===== src/rtl/adder_4bit_if.sv =====
// Bit-level operand/sum bundle for adder_4bit. The master drives the operands and carry-in;
// the slave (the adder) returns the registered sum bits and carry-out.
interface adder_4bit_if;
   logic a1;
   logic a2;
   logic a3;
   logic a4;
   logic b1;
   logic b2;
   logic b3;
   logic b4;
   logic c;
   logic s1;
   logic s2;
   logic s3;
   logic s4;
   logic C;

   modport master (
      output a1, a2, a3, a4,
      output b1, b2, b3, b4,
      output c,
      input  s1, s2, s3, s4,
      input  C
   );

   modport slave (
      input  a1, a2, a3, a4,
      input  b1, b2, b3, b4,
      input  c,
      output s1, s2, s3, s4,
      output C
   );
endinterface


===== src/rtl/adder_4bit.sv =====
// Registered 4-bit ripple-carry adder: {C,s4..s1} <= A + B + c, one cycle latency.
// Define ADDER_INPUT_REG_EN to add an input register stage (latency 2, reg-to-reg carry chain).
module adder_4bit (
   input  logic         clk,
   input  logic         rst_n,
   adder_4bit_if.slave  bus
);

   logic [3:0] w_a;
   logic [3:0] w_b;
   logic       w_cin;

`ifdef ADDER_INPUT_REG_EN
   logic [3:0] r_a;
   logic [3:0] r_b;
   logic       r_cin;

   always_ff @(posedge clk or negedge rst_n) begin
      if (!rst_n) begin
         r_a   <= 4'd0;
         r_b   <= 4'd0;
         r_cin <= 1'b0;
      end else begin
         r_a   <= {bus.a4, bus.a3, bus.a2, bus.a1};
         r_b   <= {bus.b4, bus.b3, bus.b2, bus.b1};
         r_cin <= bus.c;
      end
   end

   assign w_a   = r_a;
   assign w_b   = r_b;
   assign w_cin = r_cin;
`else
   assign w_a   = {bus.a4, bus.a3, bus.a2, bus.a1};
   assign w_b   = {bus.b4, bus.b3, bus.b2, bus.b1};
   assign w_cin = bus.c;
`endif

   // w_carry[i] is the carry into stage i; w_carry[4] is the carry-out.
   logic [4:0] w_carry;
   logic [3:0] w_sum;

   assign w_carry[0] = w_cin;

   for (genvar gi = 0; gi < 4; gi++) begin : g_stage
      logic w_p;
      assign w_p            = w_a[gi] ^ w_b[gi];
      assign w_sum[gi]      = w_p ^ w_carry[gi];
      assign w_carry[gi+1]  = (w_a[gi] & w_b[gi]) | (w_carry[gi] & w_p);
   end

   logic [3:0] r_sum;
   logic       r_cout;

   always_ff @(posedge clk or negedge rst_n) begin
      if (!rst_n) begin
         r_sum  <= 4'd0;
         r_cout <= 1'b0;
      end else begin
         r_sum  <= w_sum;
         r_cout <= w_carry[4];
      end
   end

   assign bus.s1 = r_sum[0];
   assign bus.s2 = r_sum[1];
   assign bus.s3 = r_sum[2];
   assign bus.s4 = r_sum[3];
   assign bus.C  = r_cout;

endmodule


===== src/flat_wrapper.sv =====
// flat-port wrapper written by rule: the top's interface ports become plain ports
module adder_4bit_flat 
  (clk, rst_n, bus_a1, bus_a2, bus_a3, bus_a4, bus_b1, bus_b2, bus_b3, bus_b4, bus_c, bus_s1, bus_s2, bus_s3, bus_s4, bus_C);
  adder_4bit_if bus_i ();
  input  logic clk;
  input  logic rst_n;
  input wire logic [$bits(bus_i.a1)-1:0] bus_a1;
  input wire logic [$bits(bus_i.a2)-1:0] bus_a2;
  input wire logic [$bits(bus_i.a3)-1:0] bus_a3;
  input wire logic [$bits(bus_i.a4)-1:0] bus_a4;
  input wire logic [$bits(bus_i.b1)-1:0] bus_b1;
  input wire logic [$bits(bus_i.b2)-1:0] bus_b2;
  input wire logic [$bits(bus_i.b3)-1:0] bus_b3;
  input wire logic [$bits(bus_i.b4)-1:0] bus_b4;
  input wire logic [$bits(bus_i.c)-1:0] bus_c;
  output wire logic [$bits(bus_i.s1)-1:0] bus_s1;
  output wire logic [$bits(bus_i.s2)-1:0] bus_s2;
  output wire logic [$bits(bus_i.s3)-1:0] bus_s3;
  output wire logic [$bits(bus_i.s4)-1:0] bus_s4;
  output wire logic [$bits(bus_i.C)-1:0] bus_C;
  assign bus_i.a1 = bus_a1;
  assign bus_i.a2 = bus_a2;
  assign bus_i.a3 = bus_a3;
  assign bus_i.a4 = bus_a4;
  assign bus_i.b1 = bus_b1;
  assign bus_i.b2 = bus_b2;
  assign bus_i.b3 = bus_b3;
  assign bus_i.b4 = bus_b4;
  assign bus_i.c = bus_c;
  assign bus_s1 = bus_i.s1;
  assign bus_s2 = bus_i.s2;
  assign bus_s3 = bus_i.s3;
  assign bus_s4 = bus_i.s4;
  assign bus_C = bus_i.C;
  adder_4bit u_core (.clk(clk), .rst_n(rst_n), .bus(bus_i));
endmodule

===== config.mk =====
export PLATFORM = sky130hd
export DESIGN_NAME = adder_4bit_flat
export DESIGN_NICKNAME = d
export VERILOG_FILES = /design/src/rtl/adder_4bit_if.sv /design/src/rtl/adder_4bit.sv /design/src/flat_wrapper.sv
export SDC_FILE = /design/constraint.sdc
export NUM_CORES = 1
export LEC_CHECK = 0
export BUFFER_PORTS_ARGS = -buffer_cell sky130_fd_sc_hd__buf_2
export CAP_MARGIN = 20
export CORE_AREA = 2 2 39 41
export DETAILED_ROUTE_END_ITERATION = 10
export DIE_AREA = 0 0 41 43
export PLACE_DENSITY_LB_ADDON = 0.15
export SYNTH_ARGS = -nofsm -noshare
export SYNTH_HDL_FRONTEND = slang
export SYNTH_SLANG_ARGS = --single-unit

===== constraint.sdc =====
create_clock -name clk -period 0.8 [get_ports clk]
set_input_delay 0.2 -clock clk [delete_from_list [all_inputs] [get_ports clk]]
set_output_delay 0.2 -clock clk [all_outputs]
set_load 0.01 [all_outputs]

==> flow_summary_export.csv <==
group,metric,value,unit
outcome,outcome,"finished with violations",
outcome,violations,"negative setup slack",
logic_synthesis,syn_area,243,um^2
clock_network,path_clk_slew,40,ps
clock_network,cts_made_buffers,3,
sta,fin_crit_sh,199,%
global_routing,grt_pass1_wl,538,um
floorplanning,core-area,1380,um^2
flow_run,drv_cap,0,
global_routing,grt_util_met1,4.97,%
pwr,vdd_drop_max,362,uV
global_routing,use_met3,0,%
setup_path,max_stage_delay,390,ps
setup_path,worst-setup-path-type,"input port to register",
logic_synthesis,syn_nets,34,
clock_network,cts_tree,"done",
global_routing,grt_antenna_before_repair,0,
sta,rsz0062_at_grt,"yes",
sta,fin_tns_setup,-2620,ps
floorplanning,die-height,43,um
clock_network,cts-root-buf,"clkbuf_4",
detailed_routing,viasPerCell,3.05,
setup_path,cp.arrival,1770,ps
layout,drive_gt1_share,64.1,%
place,io_buffers,15,
clock_network,clockBufferDepth,2,
logic_synthesis,ys_seq_elements,5,
global_routing,gr-usage-met2,6.56,%
sta,setup_slack,-794,ps
logic_synthesis,synth_cells,19,
logic_synthesis,postSynthAreaPerCell,12.8,um^2
detailed_routing,dr.pass1.iters,1,
clock_network,htreeDepth,1,
sta,finalSetupViolCount,9,
global_routing,grt_use_total,5.78,%
layout,n_fill_cell,151,
global_routing,grt_max_degree,6,
detailed_routing,drt_iter0_drc,0,
logic_synthesis,synth_warnings,0,
place,dp.cells,50,
setup_path,setup.worst_path.start,"bus_a1",
sta,finalHoldViolations,0,
hold_path,holdCritStartpoint,"bus_a1",
pwr,p_leak,0.214,nW
setup_path,endpoint_kind,"register",
detailed_routing,drc,0,
floorplanning,start_util,17.5,%
logic_synthesis,yosysSeqAreaShare,51.5,%
setup_path,cpMaxStageDelayCell,"fa_1",
detailed_routing,postRouteWirelength,373,um
layout,multiInputGateArea,87.6,um^2
sta,worstMarginPinSlew,112,ps
layout,instances_no_fill,55,
layout,ff_latch_area,125,um^2
pwr,p_per_area,1930,nW/um^2
setup_path,cp_max_fo,1,
floorplanning,ios,16,
clock_network,clkSinkCount,5,
setup_path,path_cells,"buf_6 > fa_2 > inv_2 > fa_2 > inv_2 > fa_2 > inv_2 > fa_1 > inv_1",
hold_path,hp-class,"input port to register",
global_routing,grt_pass1_vias,164,
detailed_routing,antenna_left,0,
logic_synthesis,ys_types,3,
layout,n_antenna_cell,0,
floorplanning,dieArea,1760,um^2
detailed_routing,vias,168,
floorplanning,rows,14,
layout,nets,55,
sta,fin_crit,1590,ps
detailed_routing,wl_per_cell,6.78,um
global_routing,gr-total-overflow,0,
sta,final_max_slew_viol_count,0,
global_routing,grt.busiest_layer,"met4",
floorplanning,die-width,41,um
place,place_congestion,0.539,
sta,max_freq,627,MHz
layout,area_growth,59.8,%
sta,slew-limit-headroom,92.5,%
setup_path,cp-start-kind,"input port",
setup_path,required,980,ps
-- power by group --
part	switching (mW)	total [mW]	internal (mW)
Combinational	0.0848	0.166	0.0807
Sequential	0.00677	0.301	0.294
Clock	0.0929	0.281	0.188
-- timing repair --
item	4_1_cts	5_1_grt
setup endpoints to repair	9	9
pin swaps	4	0
hold endpoints to repair	5	0
resized for setup	1	1
setup buffers	0	0
hold buffers	1	0
-- cell usage in the layout, fill, tap and decap left out --
| cell | synthesis | layout |
|---|---|---|
| buf_2 | 0 | 14 |
| buf_6 | 0 | 1 |
| clkbuf_1 | 0 | 1 |
| clkbuf_4 | 0 | 3 |
| dfrtp_1 | 5 | 5 |
| dlygate4sd3_1 | 0 | 1 |
| fa_1 | 4 | 1 |
| fa_2 | 0 | 3 |
| inv_1 | 10 | 6 |
| inv_2 | 0 | 4 |
-- through the flow --
step | hold WS, ps | setup WS [ps] | cell area [um^2] | power (mW) | utilization (%)
after floorplan | -95.6 | -960 | 250 | 0.384 | -
after global routing | 249 | -823 | 388 | 0.805 | 28.0
final | 256 | -794 | 388 | 0.747 | 28.0
after CTS | 244 | -787 | 388 | 0.772 | 28.0
after detailed placement | 17.6 | -1110 | 345 | 0.467 | 25.0
after global placement | 13.2 | -1110 | 345 | 0.461 | 25.0
-- synthesized netlist by cell type, drive strengths merged --
cell type  number  area [um^2]
fa              4         80.1
dfrtp           5          125
inv            10         37.5
-- sequential cells by signal, summed over array words and instances (netlist names) --
| signal | count |
|---|---|
| u_core.r_sum | 4 |
| u_core.bus.C | 1 |
-- kinds of logic (layout without fill, tap and decap cells) --
| logic type | after synthesis | count (layout) | synth area share [%] |
|---|---|---|---|
| buf+inv | 10 | 30 | 15.5 |
| fa+ha+maj | 4 | 4 | 33.0 |
| flops | 5 | 5 | 51.5 |
-- cell type report --
cell class,count,area share [%]
timing repair buffer,16,23.5
tap,16,5.16
clock buffer,4,6.77
inverter,10,9.68
sequential,5,32.3
multi-input combinational,4,22.6
-- critical path: cells and delay by family --
kind	cells	cell delay, ps
fa+ha+maj	4	1270
buf+inv	5	310
-- path summary, 6_finish.rpt --
path	endpoint	slack [ps]	cells past startpoint
max in group asynchronous	u_core.bus.C	370	2
max	u_core.r_sum[3]	-790	9
min	u_core.r_sum[0]	260	2
min in group asynchronous	u_core.r_sum[1]	300	2
-- routing by layer --
metal / vias up / share of wire (%)
met5: - / 0
met1: 68 / 31
met3: 2 / 14
met2: 12 / 49
met4: 0 / 5.1
li1: 86 / -
(Power assumes the default switching activity.)
